### src/rtl/bram_write_pkg.sv
// Shared constants for the BRAM write sequencer: FSM encodings and FIFO geometry.
package bram_write_pkg;

    typedef enum logic {
        FSM_IDLE   = 1'b0,
        FSM_ACTIVE = 1'b1
    } fsm_state_t;

    localparam int FIFO_NUM_SLOTS     = 4;
    localparam int FIFO_LOG_NUM_SLOTS = 2;

endpackage

### src/rtl/bram_write_fifo.sv
// Small circular FIFO with occupancy flags; flush empties it in one cycle.
module bram_write_fifo #(
    parameter int WIDTH         = 8,
    parameter int NUM_SLOTS     = 4,
    parameter int LOG_NUM_SLOTS = 2
) (
    input  logic             clk,
    input  logic             rst,
    input  logic             flush,
    input  logic             push,
    input  logic             pop,
    input  logic [WIDTH-1:0] data_in,
    output logic [WIDTH-1:0] head,
    output logic             empty,
    output logic             full,
    output logic             almost_full
);

    localparam logic [LOG_NUM_SLOTS:0] SLOTS = (LOG_NUM_SLOTS + 1)'(NUM_SLOTS);

    logic [WIDTH-1:0]         mem [NUM_SLOTS];
    logic [LOG_NUM_SLOTS-1:0] rd_ptr;
    logic [LOG_NUM_SLOTS-1:0] wr_ptr;
    logic [LOG_NUM_SLOTS:0]   count;
    logic                     do_push;
    logic                     do_pop;

    assign empty       = (count == '0);
    assign full        = (count == SLOTS);
    // At most one free slot left: a word already in flight still fits.
    assign almost_full = (count >= SLOTS - 1'b1);
    assign head        = mem[rd_ptr];

    assign do_push = push & ~full;
    assign do_pop  = pop & ~empty;

    always_ff @(posedge clk) begin
        if (!rst || flush) begin
            rd_ptr <= '0;
            wr_ptr <= '0;
            count  <= '0;
        end else begin
            if (do_push) begin
                wr_ptr <= wr_ptr + 1'b1;
            end
            if (do_pop) begin
                rd_ptr <= rd_ptr + 1'b1;
            end
            case ({do_push, do_pop})
                2'b10:   count <= count + 1'b1;
                2'b01:   count <= count - 1'b1;
                default: count <= count;
            endcase
        end
    end

    always_ff @(posedge clk) begin
        if (do_push) begin
            mem[wr_ptr] <= data_in;
        end
    end

endmodule

### src/rtl/bram_write.sv
// Streams FIFO-buffered input words into BRAM over num_iters passes of
// num_writes_per_iter consecutive addresses starting at base_address.
//
//   state  | meaning
//   IDLE   | no configuration running; input not accepted, no writes
//   ACTIVE | writing FIFO words to BRAM until the final write of the last pass
module bram_write
    import bram_write_pkg::*;
#(
    parameter int DATA_WIDTH              = 8,
    parameter int LOG_MAX_ITERS           = 16,
    parameter int LOG_MAX_WRITES_PER_ITER = 16,
    parameter int LOG_MAX_ADDRESS         = 16
) (
    input  logic                               clk,
    input  logic                               rst,
    input  logic                               configure,
    input  logic [LOG_MAX_ITERS-1:0]           num_iters,
    input  logic [LOG_MAX_WRITES_PER_ITER-1:0] num_writes_per_iter,
    input  logic [LOG_MAX_ADDRESS-1:0]         base_address,
    output logic                               avail_out,
    input  logic                               valid_in,
    input  logic [DATA_WIDTH-1:0]              data_in,
    output logic                               write_out,
    output logic [LOG_MAX_ADDRESS-1:0]         address_out,
    output logic [DATA_WIDTH-1:0]              data_out,
    output logic                               done,
    output logic                               overflow
);

    fsm_state_t                         state;
    logic                               enabled_r;
    logic [LOG_MAX_ITERS-1:0]           iters_r;
    logic [LOG_MAX_WRITES_PER_ITER-1:0] writes_r;
    logic [LOG_MAX_WRITES_PER_ITER-1:0] writes_copy_r;
    logic [LOG_MAX_ADDRESS-1:0]         base_r;
    logic [LOG_MAX_ADDRESS-1:0]         addr_r;
    logic                               done_r;
    logic                               overflow_r;

    logic                               fifo_empty;
    logic                               fifo_full;
    logic                               fifo_almost_full;
    logic [DATA_WIDTH-1:0]              fifo_head;
    logic                               last_of_iter;
    logic                               final_iter;

    bram_write_fifo #(
        .WIDTH         (DATA_WIDTH),
        .NUM_SLOTS     (FIFO_NUM_SLOTS),
        .LOG_NUM_SLOTS (FIFO_LOG_NUM_SLOTS)
    ) u_fifo (
        .clk         (clk),
        .rst         (rst),
        .flush       (configure),
        .push        (valid_in),
        .pop         (write_out),
        .data_in     (data_in),
        .head        (fifo_head),
        .empty       (fifo_empty),
        .full        (fifo_full),
        .almost_full (fifo_almost_full)
    );

    // A configure in the same cycle aborts the old run, so its pending write is suppressed.
    assign write_out   = (state == FSM_ACTIVE) & ~fifo_empty & ~configure;
    assign avail_out   = enabled_r & ~fifo_almost_full;
    assign address_out = addr_r;
    assign data_out    = fifo_head;
    assign done        = done_r;
    assign overflow    = overflow_r;

    assign last_of_iter = (writes_r == LOG_MAX_WRITES_PER_ITER'(1));
    assign final_iter   = (iters_r == LOG_MAX_ITERS'(1));

    always_ff @(posedge clk) begin
        if (!rst) begin
            state         <= FSM_IDLE;
            enabled_r     <= 1'b0;
            iters_r       <= '0;
            writes_r      <= '0;
            writes_copy_r <= '0;
            base_r        <= '0;
            addr_r        <= '0;
            done_r        <= 1'b0;
            overflow_r    <= 1'b0;
        end else begin
            done_r <= 1'b0;
            if (configure) begin
                iters_r       <= num_iters;
                writes_r      <= num_writes_per_iter;
                writes_copy_r <= num_writes_per_iter;
                base_r        <= base_address;
                addr_r        <= base_address;
                overflow_r    <= 1'b0;
                if (num_iters != '0 && num_writes_per_iter != '0) begin
                    state     <= FSM_ACTIVE;
                    enabled_r <= 1'b1;
                end else begin
                    state     <= FSM_IDLE;
                    enabled_r <= 1'b0;
                    done_r    <= 1'b1;
                end
            end else begin
                if (valid_in && fifo_full) begin
                    overflow_r <= 1'b1;
                end
                if (write_out) begin
                    if (!last_of_iter) begin
                        writes_r <= writes_r - 1'b1;
                        addr_r   <= addr_r + 1'b1;
                    end else if (!final_iter) begin
                        iters_r  <= iters_r - 1'b1;
                        writes_r <= writes_copy_r;
                        addr_r   <= base_r;
                    end else begin
                        state     <= FSM_IDLE;
                        enabled_r <= 1'b0;
                        done_r    <= 1'b1;
                    end
                end
            end
        end
    end

`ifdef DEBUG
    logic [31:0] dbg_cycle;

    always_ff @(posedge clk) begin
        if (!rst) begin
            dbg_cycle <= '0;
        end else begin
            dbg_cycle <= dbg_cycle + 1'b1;
            if (configure) begin
                $display("[%0d] configure iters=%0d writes=%0d base=%0h",
                         dbg_cycle, num_iters, num_writes_per_iter, base_address);
            end
            if (write_out) begin
                $display("[%0d] write addr=%0h data=%0h", dbg_cycle, address_out, data_out);
            end
            if (valid_in && fifo_full && !configure) begin
                $display("[%0d] overflow, word dropped", dbg_cycle);
            end
        end
    end
`endif

endmodule

### config.mk
export PLATFORM = sky130hd
export DESIGN_NAME = bram_write
export DESIGN_NICKNAME = d
export VERILOG_FILES = /design/src/rtl/bram_write_pkg.sv /design/src/rtl/bram_write_fifo.sv /design/src/rtl/bram_write.sv
export SDC_FILE = /design/constraint.sdc
export NUM_CORES = 1
export LEC_CHECK = 0
export CORE_UTILIZATION = 51
export CTS_CLUSTER_SIZE = 24
export DETAILED_ROUTE_END_ITERATION = 10
export GPL_ROUTABILITY_DRIVEN = 0
export PLACE_DENSITY = 0.83
export SLEW_MARGIN = 20
export SYNTH_ARGS = -nofsm -noshare
export SYNTH_HDL_FRONTEND = slang
export SYNTH_HIERARCHICAL = 1
export SYNTH_SLANG_ARGS = --single-unit
### constraint.sdc
create_clock -name clk -period 3.26 [get_ports clk]
set_input_delay 0.326 -clock clk [delete_from_list [all_inputs] [get_ports clk]]
set_output_delay 0.326 -clock clk [all_outputs]
set_load 0.02 [all_outputs]
==> impl_metrics.toml, run 1 <==
[outcome]
status = "complete, but fails checks"
violations = "design-rule violations"

[floorplanning]
dieArea_um2 = 12500
fp-row-count = 39
die_x_um = 112
ioPinCount = 88
core-area_um2 = 11600
start_util_pct = 53.0
die_height_um = 112

[timing]
max_freq_mhz = 361
slew_headroom_pct = 37.3
tightestPinTransition_ns = 0.940
setup_viol = 0
post-route-min-period_ns = 2.77
finalHoldViolations = 0
rsz0062_at_grt = "no"
fin_hold_ws_ns = 0.364
fin_crit_sh_pct = 84.9
tns_ns = 0
skew_ns = 0.00526
slew_viol_final = 0

[clock_network]
clock_latency_ns = 0.42
cts-root-buf = "clkbuf_16"
clk_path_buf_depth = 2
cts_hold_buf = 0
cts_made_buffers = 17
cts_setup_buffers = 0
tritoncts = "done"
post_cts_resized = 0
path_clk_slew_ns = 0.06
clock_sinks = 124
h-tree-depth = 4

[power]
powerDensity_nw_per_um2 = 530
irDropWorstVdd_uv = 348
p_leak_uw = 0.00281

[min_path]
hp-class = "primary input to flop"

[cells_and_area]
fin_util_pct = 66.7
layout-drive-gt1-share_pct = 10.3
nNetsFinal = 808
fillers = 874
syn_to_final_growth_pct = 25.7
antennaDiodeCount = 0

[route]
wl_per_cell_um = 18.7
ant_nets = 0
viasPerCell = 6.21
drtPass1Iterations = 8
num_vias = 5547
drc = 4
drtIter0Drc = 452
wirelength_um = 16700

[worst_setup_path]
cpPeakStageDelay_ns = 0.48
cp.arrival_ns = 3.08
worstPathMaxFanout = 13
path_cells = "ha_1 > nor3b_1 > and4_1 > buf_4 > nand2_1 > o21ai_0 > a21oi_1 > a32o_1"
required_ns = 3.57
start_kind = "flop"
crit_slowest_cell = "nor3b_1"
end_kind = "flop"
path_class = "flop to flop"

[logic_synthesis]
avgSynthCellArea_um2 = 9.31
mappedNetlistNets = 730
synth-edff-count = 32
async_reset_ff_share_pct = 0
syn_area_um2 = 6130
ys_seq_area_share_pct = 45.7
ys_warn_count = 6
ys.flop_type = "dfxtp_1"
synth_cells = 659
ys_types = 67
ys_seq_elements = 124

[global_route]
grt_usage_pct = 27.8
top_usage_layer = "met2"
grt_max_degree = 71
grt_use_met3_pct = 6.86
antenna_found_initial = 0
grt_use_met1_pct = 32.5
grt_pass1_wl_um = 27200
use_met2_pct = 47.8
gr-total-overflow = 0
grt_pass1_vias = 5566

[placed_design]
hpwlAfterDp_um = 11400
portBuffers = 87

[job]
maxCapViolations = 0
cells in the mapped netlist, types with 8 or more instances:
cell type | n | area, um2
edfxtp_1 | 32 | 961
a211oi_1 | 10 | 75.1
a21oi_1 | 77 | 385
nand3_1 | 24 | 120
or3_1 | 10 | 62.6
o21ai_0 | 51 | 255
ha_1 | 10 | 125
nor3_1 | 18 | 90.1
mux4_2 | 8 | 180
dfxtp_1 | 92 | 1840
nor4_1 | 21 | 131
nor2_1 | 63 | 236
mux2i_1 | 27 | 270
clkbuf_1 | 35 | 131
xnor2_1 | 13 | 114
nand2_1 | 28 | 105
nand4_1 | 13 | 81.3
xor2_1 | 13 | 114
inv_1 | 17 | 63.8
final cells by class:
cell class | instances | area (um2) | area share, %
Sequential cell | 124 | 2800 | 36.3
Inverter | 18 | 67.6 | 0.876
Clock inverter | 14 | 161 | 2.09
Clock buffer | 18 | 429 | 5.56
Timing Repair Buffer | 102 | 978 | 12.7
Multi-Input combinational cell | 474 | 3100 | 40.1
Tap cell | 143 | 179 | 2.32
cell usage in the layout (no fill, tap or decap), drive strengths merged, types with 22 or more instances in the layout:
cell type and instances:
a21oi 78, clkdlybuf4s50 86, dfxtp 92, edfxtp 32, mux2i 27, nand2 28, nand3 25, nor2 64
nor4 22, o21ai 51
stage by stage:
step	cell area, um2	total power, uW	setup WS, ns	std cells
after floorplan	6130	2030	0.435	659
after global placement	7120	2220	0.694	861
after detailed placement	7120	2240	0.587	861
after CTS	7710	4100	0.567	893
after global routing	7710	4230	0.195	893
final	7710	4090	0.491	893
logic make-up after synthesis:
family                     share of synthesized area [%]
xor gates and xnor gates                            3.71
and+or+nand+nor                                     19.1
AOI/OAI and AO/OA                                   17.8
adders and majority gates                           2.37
DFF                                                 45.7
muxes                                               7.53
buffers and inverters                               3.85
per-layer routing:
| layer | vias up | share of wire (%) |
|---|---|---|
| met2 | 255 | 49 |
| met5 | - | 0 |
| met3 | 47 | 6.8 |
| met4 | 0 | 3.3 |
| li1 | 2627 | - |
| met1 | 2618 | 41 |
sequential cells by signal, indices dropped and copies added, names as in the netlist, named ones only:
register / flops
u_fifo/rd_ptr: 2
done: 1
address_out: 16
enabled_r: 1
overflow: 1
u_fifo/mem: 32
base_r: 16
u_fifo/wr_ptr: 2
u_fifo/count: 3
writes_r: 16
iters_r: 16
writes_copy_r: 16
path summary, 6_finish.rpt:
kind                                   startpoint           endpoint  slack [ns]  cells past startpoint
worst max-delay path                  writes_r[0]     address_out[2]        0.49                      8
worst max register to register        writes_r[0]     address_out[2]        0.49                      8
worst min-delay path                    configure     address_out[8]        0.36                      4
worst min register to register  writes_copy_r[10]  writes_copy_r[10]        0.48                      2
worst max-delay path: cells and delay by family (launching register included):
family	cells	cell delay [ns]
simple gates	3	1.24
compound gates	3	0.60
fa+ha+maj	1	0.17
buf+inv	1	0.20
flops	1	0.43
where the power goes:
group	switching [uW]	internal, uW
sequential	77.9	1660
clock	730	1140
combinational	260	229
Note: power is estimated with default switching activity, not from simulation.
==> inputs of run 2 (changes only) <==
- CORE_UTILIZATION: 51 -> 49
- PLACE_DENSITY: 0.83 -> 0.84
- clock period: 3.26 -> 2.41 ns (I/O delays scaled with it)
==> run 2 against run 1 <==
The run now ends clean. Clock power grew 36%. Routed wire length grew 3.2%. Register-to-register slack lost 0.39 ns. Sequential share of layout area shrank 1.4 points. Final cell count grew 5.8%. Highest routed layer unchanged. Core utilization shrank 0.087 points. Flip-flop and latch count is the same. Non-clock buffer count grew 27. Via count grew 4.0%. Sequential power grew 35%. Critical path depth shrank 3. Clock-buffer cell count shrank 1.
==> impl_metrics.toml, run 2 (synthesized netlist as in run 1, its figures left out) <==
[route]
ant_nets = 0
wl_per_cell_um = 18.2
drtIter0Drc = 492
drtPass1Iterations = 5
viasPerCell = 6.10
wirelength_um = 17200
num_vias = 5767
drc = 0

[worst_setup_path]
ff2ff_setup_slack_ns = 0.10
r2r_end = "address_out[14]"
start_kind = "flop"
required_ns = 2.17
path_class = "flop to output port"
reg2reg_from = "address_out[1]"
cp.arrival_ns = 2.07
worstPathMaxFanout = 5
r2r_cells = 7
end_kind = "output port"

[global_route]
grt_pass1_vias = 5580
grt_pass1_wl_um = 27100
grt_usage_pct = 27.1
antenna_found_initial = 0
gr-total-overflow = 0
grt_max_degree = 70

[power]
powerDensity_nw_per_um2 = 694
irDropWorstVdd_uv = 652
p_leak_uw = 0.00295

[clock_network]
clock_sinks = 124
cts_made_buffers = 17
clock_latency_ns = 0.44
cts-root-buf = "clkbuf_16"
clk_path_buf_depth = 2
tritoncts = "done"
path_clk_slew_ns = 0.06
h-tree-depth = 4

[cells_and_area]
mostFrequentLayoutCell = "dfxtp_1"
largest_reg_flops = 32
fin_util_pct = 66.6
nNetsFinal = 835
antennaDiodeCount = 0
layout-drive-gt1-share_pct = 16.0
syn_to_final_growth_pct = 31.5
layout_common_cells = "dfxtp_1, clkdlybuf4s50_1, a21oi_1, nor2_1, o21ai_0"
largest-register = "u_fifo/mem"

[min_path]
hp-start = "configure"
min_path_cells = 5
hold_end = "u_fifo/rd_ptr[0]"
hp-class = "primary input to flop"

[timing]
fin_ws_ns = 0.101
skew_ns = 0.00779
post-route-min-period_ns = 2.31
setup_viol = 0
fin_crit_sh_pct = 95.8
slew_viol_final = 0
max_freq_mhz = 433
finalHoldViolations = 0
tightestPinTransition_ns = 0.923
slew_headroom_pct = 38.5

[placed_design]
hpwlAfterDp_um = 11400
pre_cts_ws_ns = -0.0178
portBuffers = 87

[floorplanning]
start_util_pct = 50.7
core-area_um2 = 12100
die_x_um = 114
dieArea_um2 = 13000
ioPinCount = 88
fp-row-count = 40
die_height_um = 114

[outcome]
status = "finished clean"

[job]
maxCapViolations = 0
-- run 2: cell count changes in the layout (fill, tap and decap cells not counted), moves of 2 or more --
cell        before  now
buf_4           15   40
a21oi_1         77   75
nor4_1          21   18
dfxtp_1         92   88
dfxtp_4          0    3
clkinvlp_4       2    4
a21oi_2          1    3
buf_12           0    2
nor4_2           1    4
-- run 2: metal layers --
layer,track usage [%],vias to the layer above,share of wire [%]
met3,6.70,62,7.9
li1,-,2668,-
met1,31.4,2753,40
met4,14.7,0,3.5
met5,0,-,0
met2,46.2,284,48
-- run 2: layout make-up --
type | instances | area (um2)
clock inverters | 15 | 165
fillers | 976 | 4040
inverters | 18 | 67.6
repair buffers | 129 | 1210
flip-flops and latches | 124 | 2820
clock buffers | 17 | 425
multi-input cells | 474 | 3180
well taps | 168 | 210
-- run 2: worst max-delay path by stage --
stage                    start              end  slack (ns)  cells after the start
2_1_floorplan  u_fifo/count[0]  u_fifo/count[2]       0.004                     12
3_3_place_gp       writes_r[5]   address_out[5]        0.07                      6
3_5_place_dp       writes_r[5]   address_out[5]       -0.02                      6
4_1_cts            writes_r[1]      iters_r[14]        0.05                      8
5_1_grt            writes_r[0]     writes_r[12]       -0.04                      9
6_report       u_fifo/count[1]        write_out        0.10                      5
-- run 2: repair_timing --
item	in CTS	in global routing
pin swaps	1	2
cloned	0	0
buffers inserted	3	2
gates resized for setup	2	10
hold buffers	0	0
endpoints found under the setup margin	11	44
-- run 2: critical path: stages, from the launching register on --
cell and delay, ns:
dfxtp_4 0.37, nor3_2 0.29, nand2b_2 0.22, nor2_4 0.05
buf_4 0.15, clkdlybuf4s50_1 0.56
-- run 2: stage by stage --
step,total power [uW],TNS (ns),hold slack [ns],instance area (um2),std cells
floorplan,2750,0,0.340,6190,659
global placement,3040,0,0.452,7390,908
detailed placement,3060,-0.0345,0.454,7390,908
CTS,5600,0,0.218,8010,943
global route,5780,-0.0912,0.244,8070,945
finish,5600,0,0.236,8070,945
-- run 2: where the power goes --
part	switching, uW	leakage [uW]	internal [uW]	total, uW
combinational	379	0.00161	343	723
clock	1010	0.000277	1530	2540
sequential	95.1	0.00106	2240	2330
total	1480	0.00295	4110	5600
